--- src/rtl/path_history_repair.sv ---
// Speculative/architectural path-history keeper with an in-order checkpoint FIFO.
// A resolve that disagrees with its checkpoint restores the history and pulses a repair.
module path_history_repair #(
    parameter int HIST_W = 12,
    parameter int DEPTH  = 8,
    parameter int PTR_W  = 3
) (
    input  logic              clock,
    input  logic              reset,
    input  logic              pred_valid,
    input  logic              pred_taken,
    output logic              pred_ready,
    input  logic              resolve_valid,
    input  logic              resolve_taken,
    output logic [HIST_W-1:0] spec_hist,
    output logic [HIST_W-1:0] arch_hist,
    output logic              repair_valid,
    output logic [HIST_W-1:0] repair_hist,
    output logic [PTR_W:0]    occupancy,
    output logic              err_underflow
);

    typedef enum logic {
        ST_RUN     = 1'b0,
        ST_RECOVER = 1'b1
    } state_t;

    localparam logic [PTR_W:0] OCC_FULL = (PTR_W+1)'(DEPTH);

    state_t             r_state;
    logic [HIST_W-1:0]  r_spec_hist;
    logic [HIST_W-1:0]  r_arch_hist;
    logic [HIST_W-1:0]  r_repair_hist;
    logic               r_repair_valid;
    logic               r_err_underflow;
    logic [PTR_W:0]     r_occ;
    logic [PTR_W-1:0]   r_wr_ptr;
    logic [PTR_W-1:0]   r_rd_ptr;

    // Checkpoint = {predicted dir, history[HIST_W-1:1]}; the history LSB would be
    // shifted out on replay anyway, so it is never stored.
    logic [HIST_W-1:0]  r_fifo [DEPTH];

    logic               w_accept;
    logic               w_pop;
    logic               w_head_pred;
    logic [HIST_W-2:0]  w_head_hist;
    logic               w_mispredict;
    logic               w_push;
    logic [HIST_W-1:0]  w_repaired;

    assign pred_ready   = (r_state == ST_RUN) && (r_occ != OCC_FULL);
    assign w_accept     = pred_valid && pred_ready;
    assign w_pop        = resolve_valid && (r_occ != '0);
    assign {w_head_pred, w_head_hist} = r_fifo[r_rd_ptr];
    assign w_mispredict = w_pop && (resolve_taken != w_head_pred);
    assign w_push       = w_accept && !w_mispredict;
    assign w_repaired   = {resolve_taken, w_head_hist};

    always_ff @(posedge clock) begin
        if (w_push) begin
            r_fifo[r_wr_ptr] <= {pred_taken, r_spec_hist[HIST_W-1:1]};
        end
    end

    always_ff @(posedge clock or posedge reset) begin
        if (reset) begin
            r_state         <= ST_RUN;
            r_spec_hist     <= '0;
            r_arch_hist     <= '0;
            r_repair_hist   <= '0;
            r_repair_valid  <= 1'b0;
            r_err_underflow <= 1'b0;
            r_occ           <= '0;
            r_wr_ptr        <= '0;
            r_rd_ptr        <= '0;
        end else begin
            if (w_pop) begin
                r_arch_hist <= {resolve_taken, r_arch_hist[HIST_W-1:1]};
            end
            if (resolve_valid && (r_occ == '0)) begin
                r_err_underflow <= 1'b1;
            end

            // A mispredict squashes everything younger, including a same-cycle prediction.
            if (w_mispredict) begin
                r_spec_hist    <= w_repaired;
                r_repair_hist  <= w_repaired;
                r_repair_valid <= 1'b1;
                r_state        <= ST_RECOVER;
                r_occ          <= '0;
                r_wr_ptr       <= '0;
                r_rd_ptr       <= '0;
            end else begin
                r_repair_valid <= 1'b0;
                r_state        <= ST_RUN;
                if (w_push) begin
                    r_spec_hist <= {pred_taken, r_spec_hist[HIST_W-1:1]};
                    r_wr_ptr    <= r_wr_ptr + PTR_W'(1);
                end
                if (w_pop) begin
                    r_rd_ptr <= r_rd_ptr + PTR_W'(1);
                end
                case ({w_push, w_pop})
                    2'b10:   r_occ <= r_occ + (PTR_W+1)'(1);
                    2'b01:   r_occ <= r_occ - (PTR_W+1)'(1);
                    default: r_occ <= r_occ;
                endcase
            end
        end
    end

    assign spec_hist     = r_spec_hist;
    assign arch_hist     = r_arch_hist;
    assign repair_valid  = r_repair_valid;
    assign repair_hist   = r_repair_hist;
    assign occupancy     = r_occ;
    assign err_underflow = r_err_underflow;

endmodule

--- config.mk ---
export PLATFORM = sky130hd
export DESIGN_NAME = path_history_repair
export DESIGN_NICKNAME = d
export VERILOG_FILES = /design/src/rtl/path_history_repair.sv
export SDC_FILE = /design/constraint.sdc
export NUM_CORES = 1
export LEC_CHECK = 0
export BUFFER_PORTS_ARGS = -buffer_cell sky130_fd_sc_hd__buf_2
export CELL_PAD_IN_SITES_DETAIL_PLACEMENT = 1
export CELL_PAD_IN_SITES_GLOBAL_PLACEMENT = 1
export CORE_UTILIZATION = 45
export CTS_CLUSTER_SIZE = 8
export DETAILED_ROUTE_END_ITERATION = 8
export PLACE_DENSITY_LB_ADDON = 0.1
export SLEW_MARGIN = 5
export SYNTH_ARGS = -nofsm -noshare
export SYNTH_HDL_FRONTEND = slang
export SYNTH_SLANG_ARGS = --single-unit
export TNS_END_PERCENT = 100
--- constraint.sdc ---
create_clock -name clock -period 3 [get_ports clock]
set_clock_uncertainty 0.05 [all_clocks]
set_input_delay 0.15 -clock clock [delete_from_list [all_inputs] [get_ports clock]]
set_output_delay 0.15 -clock clock [all_outputs]
set_load 0.02 [all_outputs]
==> results of run 1 <==
path summary, 6_finish.rpt:
path,start,endpoint,cells after the start
worst min register to register,err_underflow$_DFFE_PP0P_,err_underflow$_DFFE_PP0P_,1
min in group asynchronous,reset,arch_hist[3]$_DFFE_PP0P_,3
worst max-delay path,r_rd_ptr[0]$_DFFE_PP0P_,occupancy[3]$_DFFE_PP0P_,12
max in group asynchronous,reset,arch_hist[5]$_DFFE_PP0P_,4
worst min-delay path,resolve_valid,err_underflow$_DFFE_PP0P_,2
worst max register to register,r_rd_ptr[0]$_DFFE_PP0P_,occupancy[3]$_DFFE_PP0P_,12
stage by stage:
stage	utilization (%)	total power [W]	setup TNS [ps]
after floorplan	-	0.00498	0
after global placement	51.5	0.00584	0
after detailed placement	51.5	0.00594	0
after CTS	56.4	0.00814	0
after global routing	57.4	0.00867	-108
final	57.4	0.00821	0
what timing repair did:
item,in CTS,in global routing
buffers inserted,0,6
gates resized for setup,0,15
hold endpoints to repair,41,0
hold buffers,3,0
endpoints found under the setup margin,0,1
flip-flops by register name, indices dropped and copies added (netlist names), 3 cells and up:
| register | flops |
|---|---|
| r_fifo | 96 |
| arch_hist | 12 |
| repair_hist | 12 |
| spec_hist | 12 |
| occupancy | 4 |
| r_rd_ptr | 3 |
| r_wr_ptr | 3 |
layer usage:
metal / share of wire, % / routed length, µm
met5: 0 / 0
met4: 2.3 / 325
met3: 3.4 / 474
met2: 51 / 7090
met1: 43 / 6060
power groups by stage:
stage	Clock [W]	Sequential, W	Combinational [W]
after floorplan	0	0.00342	0.00156
after global placement	0	0.00326	0.00258
after detailed placement	0	0.00330	0.00263
after CTS	0.00220	0.00327	0.00266
after global routing	0.00227	0.00336	0.00304
final	0.00216	0.00327	0.00278
synthesized netlist by cell type, types with 3 or more instances:
cell,n,share of area (%)
edfxtp_1,96,48
nand2_1,72,4.5
dfrtp_1,48,20
mux4_2,21,7.9
a21oi_1,20,1.7
inv_1,17,1.1
nor2_1,14,0.88
nor2b_1,13,1.4
a31oi_1,12,1.3
o21ai_0,12,1.0
a211oi_1,11,1.4
clkbuf_1,10,0.63
buf_2,7,0.59
mux2i_1,6,1.0
ha_1,4,0.84
nand2b_1,4,0.42
nor3_1,4,0.33
nand3_1,3,0.25
cell families (layout without fill, tap and decap cells):
kind of cell,after synthesis,after routing,share of synthesized area (%)
AOI/OAI and AO/OA,73,73,8.30
buffers and inverters,40,136,2.99
muxes,29,29,9.60
xor gates and xnor gates,4,4,0.586
DFF,144,144,68.3
and+or+nand+nor,122,122,9.43
adders and majority gates,4,4,0.837
worst register-to-register path, cell delays in order (launching register included):
cell and delay [ps]:
dfrtp_2 460, mux2_4 330, a2bb2oi_4 180, and3_4 200, nor2_4 140, a21oi_4 80, ha_4 300, o21ai_2 50
a311o_2 420, nor3b_4 180, o311ai_2 260, o31ai_1 110, a21oi_1 130
area by class of cell:
class | instances | area (µm²)
Timing Repair Buffer | 87 | 544
Clock inverter | 14 | 171
Inverter | 17 | 63.8
Tap cell | 172 | 215
Fill cell | 1242 | 5440
Multi-Input combinational cell | 232 | 1820
Clock buffer | 18 | 429
Sequential cell | 144 | 4090
==> flow_summary.ini, run 1 <==
[run_status]
status = finished clean

[placed_design]
place_inst = 643
hpwl_um = 8760
post-place-ws_ps = 34.2
buffer_ports.inserted = 48
dpl_cell_area_um2 = 6570
gp_congestion = 0.812

[worst_setup_path]
worst_ep_arrival_time_ps = 3250
cp-end-kind = flip-flop
cp_max_fo = 6
critPathLaunchType = flip-flop
required_ps = 3290
critPathTopFamily = compound AO/OA/AOI/OAI gates
max_stage_delay_ps = 460
cp_cell_sequence = mux2_4, a2bb2oi_4, and3_4, nor2_4, a21oi_4, ha_4, o21ai_2, a311o_2, nor3b_4, o311ai_2, o31ai_1, a21oi_1
regToRegSetupSlack_ps = 40
critical_path_class = flip-flop to flip-flop
crit_slowest_cell = dfrtp_2
path_buf_inv = 0

[global_routing]
grt_max_degree = 35
grt_pass1_vias = 3967
met3_usage_pct = 4.86
globalRoute.totalOverflow = 0
grt_pass1_wl_um = 22500
grt-busiest-layer = met2
met1_usage_pct = 27.7
use_met2_pct = 37.3
grt_use_total_pct = 22.1
antenna_found_initial = 0

[layout]
final_cell_count_no_fill = 684
fin_area_um2 = 7330
syn_to_final_growth_pct = 22.5
layout.nets = 509
drive_above_1_share_pct = 31.1
final_cell_mix = edfxtp_1, nand2_1, buf_2
final_common_cell = edfxtp_1
diodes = 0

[floorplan]
fp.coreArea_um2 = 12800
row_count = 41
die-area_um2 = 13800
io-pin-count = 49
start_util_pct = 46.8
die_h_um = 117
die_w_um = 117

[pwr]
powerDensity_nw_per_um2 = 1120
intPower_w = 0.00528
seq_power_share_pct = 39.8
ir_drop_mv = 0.495
p_comb_share_pct = 33.9
p_leak_nw = 2.87
swShare_pct = 35.6
p_sw_w = 0.00292
p_clk_share_pct = 26.3

[synthesis]
netlist_area_um2 = 5980
synth-edff-count = 96
synth_fp_nets = 426
yosys_warnings = 0
yosys_most_used_dff = edfxtp_1
syn_avg_cell_area_um2 = 14.4
ys_types = 53
synth-seq-cells = 144
syn_inst = 416
synthArstFlopShare_pct = 33.3
yosysSeqAreaShare_pct = 68.3

[timing]
hold_slack_ps = 114
relSlewSlack_pct = 44.1
post-route-period-util_pct = 98.7
worst_pin_slew_ps = 838
grt_setup_unrepaired = true
fmax_mhz = 338
fin_ws_ps = 38.3
period_minus_slack_ps = 2960
setup_viol = 0
finalHoldViolCount = 0
drv_slew = 0

[clocking]
clkLatencyLatePin_ps = 420
cts_buffer_depth = 2
clkTransAtPathRegs_ps = 60
tritoncts = done
clock-sinks = 144
clock-root-buffer = clkbuf_16
h-tree-depth = 4
cts_made_buffers = 17

[run]
maxCapViolations = 0

[drt]
via_count = 3721
drc = 0
via_per_inst = 5.44
wirelength_um = 13900
wl_per_cell_um = 20.4
ant_nets = 0
drt_iter0_drc = 190
first_pass_iters = 4

[min_path]
hp-class = primary input to flip-flop
(Power assumes the default switching activity.)
==> run 2: changes to the inputs <==
--- a/config.mk
+++ b/config.mk
@@ -5,13 +5,14 @@
 export SDC_FILE = /design/constraint.sdc
 export NUM_CORES = 1
 export LEC_CHECK = 0
+export ABC_AREA = 1
 export BUFFER_PORTS_ARGS = -buffer_cell sky130_fd_sc_hd__buf_2
 export CELL_PAD_IN_SITES_DETAIL_PLACEMENT = 1
 export CELL_PAD_IN_SITES_GLOBAL_PLACEMENT = 1
-export CORE_UTILIZATION = 45
+export CORE_UTILIZATION = 43
 export CTS_CLUSTER_SIZE = 8
 export DETAILED_ROUTE_END_ITERATION = 8
-export PLACE_DENSITY_LB_ADDON = 0.1
+export PLACE_DENSITY = 0.73
 export SLEW_MARGIN = 5
 export SYNTH_ARGS = -nofsm -noshare
 export SYNTH_HDL_FRONTEND = slang
==> run 2 against run 1 <==
Via count up 15%. Clock power up 3%. Register-to-register slack better by 410 ps. Critical path type unchanged. Critical endpoint is now spec_hist[6]$_DFFE_PP0P_. Largest power group unchanged.
==> flow_summary.ini, run 2 <==
[layout]
layout.nets = 628
regMostFlops = r_fifo
final_common_cell = nand2_1
syn_to_final_growth_pct = 19.2
largest_reg_flops = 96
final_cell_mix = nand2_1, edfxtp_1, o21ai_0
nFillCells = 1468
drive_above_1_share_pct = 18.1
diodes = 0

[synthesis]
yosys_warnings = 0
yosys.area.top_type_share_pct = 48.6
synth_fp_nets = 561
ys_types = 29
synth-edff-count = 96
synth_commonest_cells = nand2_1, edfxtp_1, o21ai_0
netlist_area_um2 = 5940
yosys_most_used_dff = edfxtp_1
yosysSeqAreaShare_pct = 68.8
yosysTopAreaCell = edfxtp_1
synthArstFlopShare_pct = 33.3
syn_avg_cell_area_um2 = 10.8
syn_inst = 551
synth-seq-cells = 144
synthMostInstantiatedCell = nand2_1
yosys-top-cells-area = edfxtp_1, dfrtp_1, nand2_1, o21ai_0, nor2_1

[worst_setup_path]
cp_max_fo = 49
cp-end-kind = flip-flop
reg2reg_depth = 11
crit_path_end = spec_hist[6]$_DFFE_PP0P_
critical_path_class = flip-flop to flip-flop
regToRegSetupSlack_ps = 440
r2r-end = spec_hist[6]$_DFFE_PP0P_
worst_ep_arrival_time_ps = 2820
critPathLaunchType = flip-flop
required_ps = 3260
reg2reg_from = r_rd_ptr[0]$_DFFE_PP0P_
cp-startpoint = r_rd_ptr[0]$_DFFE_PP0P_

[global_routing]
grt_max_degree = 50
antenna_found_initial = 0
grt_use_total_pct = 22.7
grt_pass1_vias = 4439
globalRoute.totalOverflow = 0
grt_pass1_wl_um = 24200

[floorplan]
row_count = 42
fp.coreArea_um2 = 13300
io-pin-count = 49
die-area_um2 = 14300
start_util_pct = 44.5
die_h_um = 120
die_w_um = 120

[clocking]
clock-root-buffer = clkbuf_16
clock-sinks = 144
h-tree-depth = 4
cts_setup_buffers = 0
tritoncts = done
clkLatencyLatePin_ps = 430
cts_hold_repair.buffers = 4
cts_made_buffers = 17
clkTransAtPathRegs_ps = 60
cts_buffer_depth = 2
ctsResizeCount = 0

[timing]
post-route-period-util_pct = 85.2
grt_setup_unrepaired = false
finalHoldViolCount = 0
fin_ws_ps = 445
period_minus_slack_ps = 2560
fmax_mhz = 391
setup_tns_ps = 0
relSlewSlack_pct = 32.8
drv_slew = 0
worst_pin_slew_ps = 1010
setup_viol = 0

[min_path]
hp-class = primary input to flip-flop

[placed_design]
gp_congestion = 0.847
buffer_ports.inserted = 48
hpwl_um = 9740
post-place-ws_ps = 410

[drt]
drt_iter0_drc = 199
via_per_inst = 5.31
wl_per_cell_um = 18.7
wirelength_um = 15100
drc = 0
via_count = 4285
ant_nets = 0
first_pass_iters = 5

[pwr]
powerDensity_nw_per_um2 = 1170
ir_drop_mv = 0.493
p_leak_nw = 3.04

[run]
maxCapViolations = 0

[run_status]
status = finished clean
[run 2: kinds of logic after synthesis]
group	synth area share, %
simple gates	15.7
buf+inv	5.08
flops	68.8
xor+xnor	0.295
compound gates	9.29
fa+ha+maj	0.843
[run 2: cell type report]
class	instances	area [µm²]	share of cell area, %
Sequential cell	144	4080	57.7
Multi-Input combinational cell	340	1550	21.9
Clock buffer	19	433	6.12
Timing Repair Buffer	72	430	6.08
Tap cell	176	220	3.11
Clock inverter	13	188	2.65
Inverter	43	169	2.39
[run 2: worst max-delay path: stages (launching register included)]
cell and delay (ps):
dfrtp_1 370, buf_4 420, nand2_1 100, nand3_1 110, nand3_2 110, nand3_1 110, nand2_2 70, nand2_2 60
buf_4 300, nand2_1 380, o21ai_0 290, inv_1 60
[run 2: metal layers]
metal	part of all wire (%)	track usage [%]
met1	45	30.2
met2	49	36.8
met3	4.5	4.42
met4	2.0	9.14
met5	0	0
[run 2: power by group]
part           leakage [nW]  internal (W)  total [W]  switching [W]
Combinational          1.29      0.000829    0.00276        0.00193
Clock                 0.294       0.00139    0.00222       0.000831
Sequential             1.46       0.00279    0.00328       0.000490
Total                  3.04       0.00501    0.00826        0.00325
[run 2: through the flow]
stage                     cells  area [µm²]  hold WS (ps)  util (%)  power [W]
after floorplan             551        5940           199         -    0.00499
after CTS                   807        7080           190      53.0    0.00831
after global routing        807        7080           252      53.0    0.00871
after detailed placement    771        6410           378      48.1    0.00604
after global placement      771        6410           359      48.1    0.00589
final                       807        7080           196      53.0    0.00826
[run 2: worst min-delay path by stage]
stage | cells after the start | slack, ps | end | from
detailed placement | 3 | 380 | err_underflow$_DFFE_PP0P_ | resolve_valid
global route | 5 | 250 | spec_hist[11]$_DFFE_PP0P_ | pred_valid
global placement | 3 | 360 | err_underflow$_DFFE_PP0P_ | resolve_valid
CTS | 5 | 190 | spec_hist[11]$_DFFE_PP0P_ | pred_valid
finish | 5 | 200 | spec_hist[11]$_DFFE_PP0P_ | pred_valid
floorplan | 0 | 200 | r_fifo[0][11]$_DFFE_PP_ | pred_taken
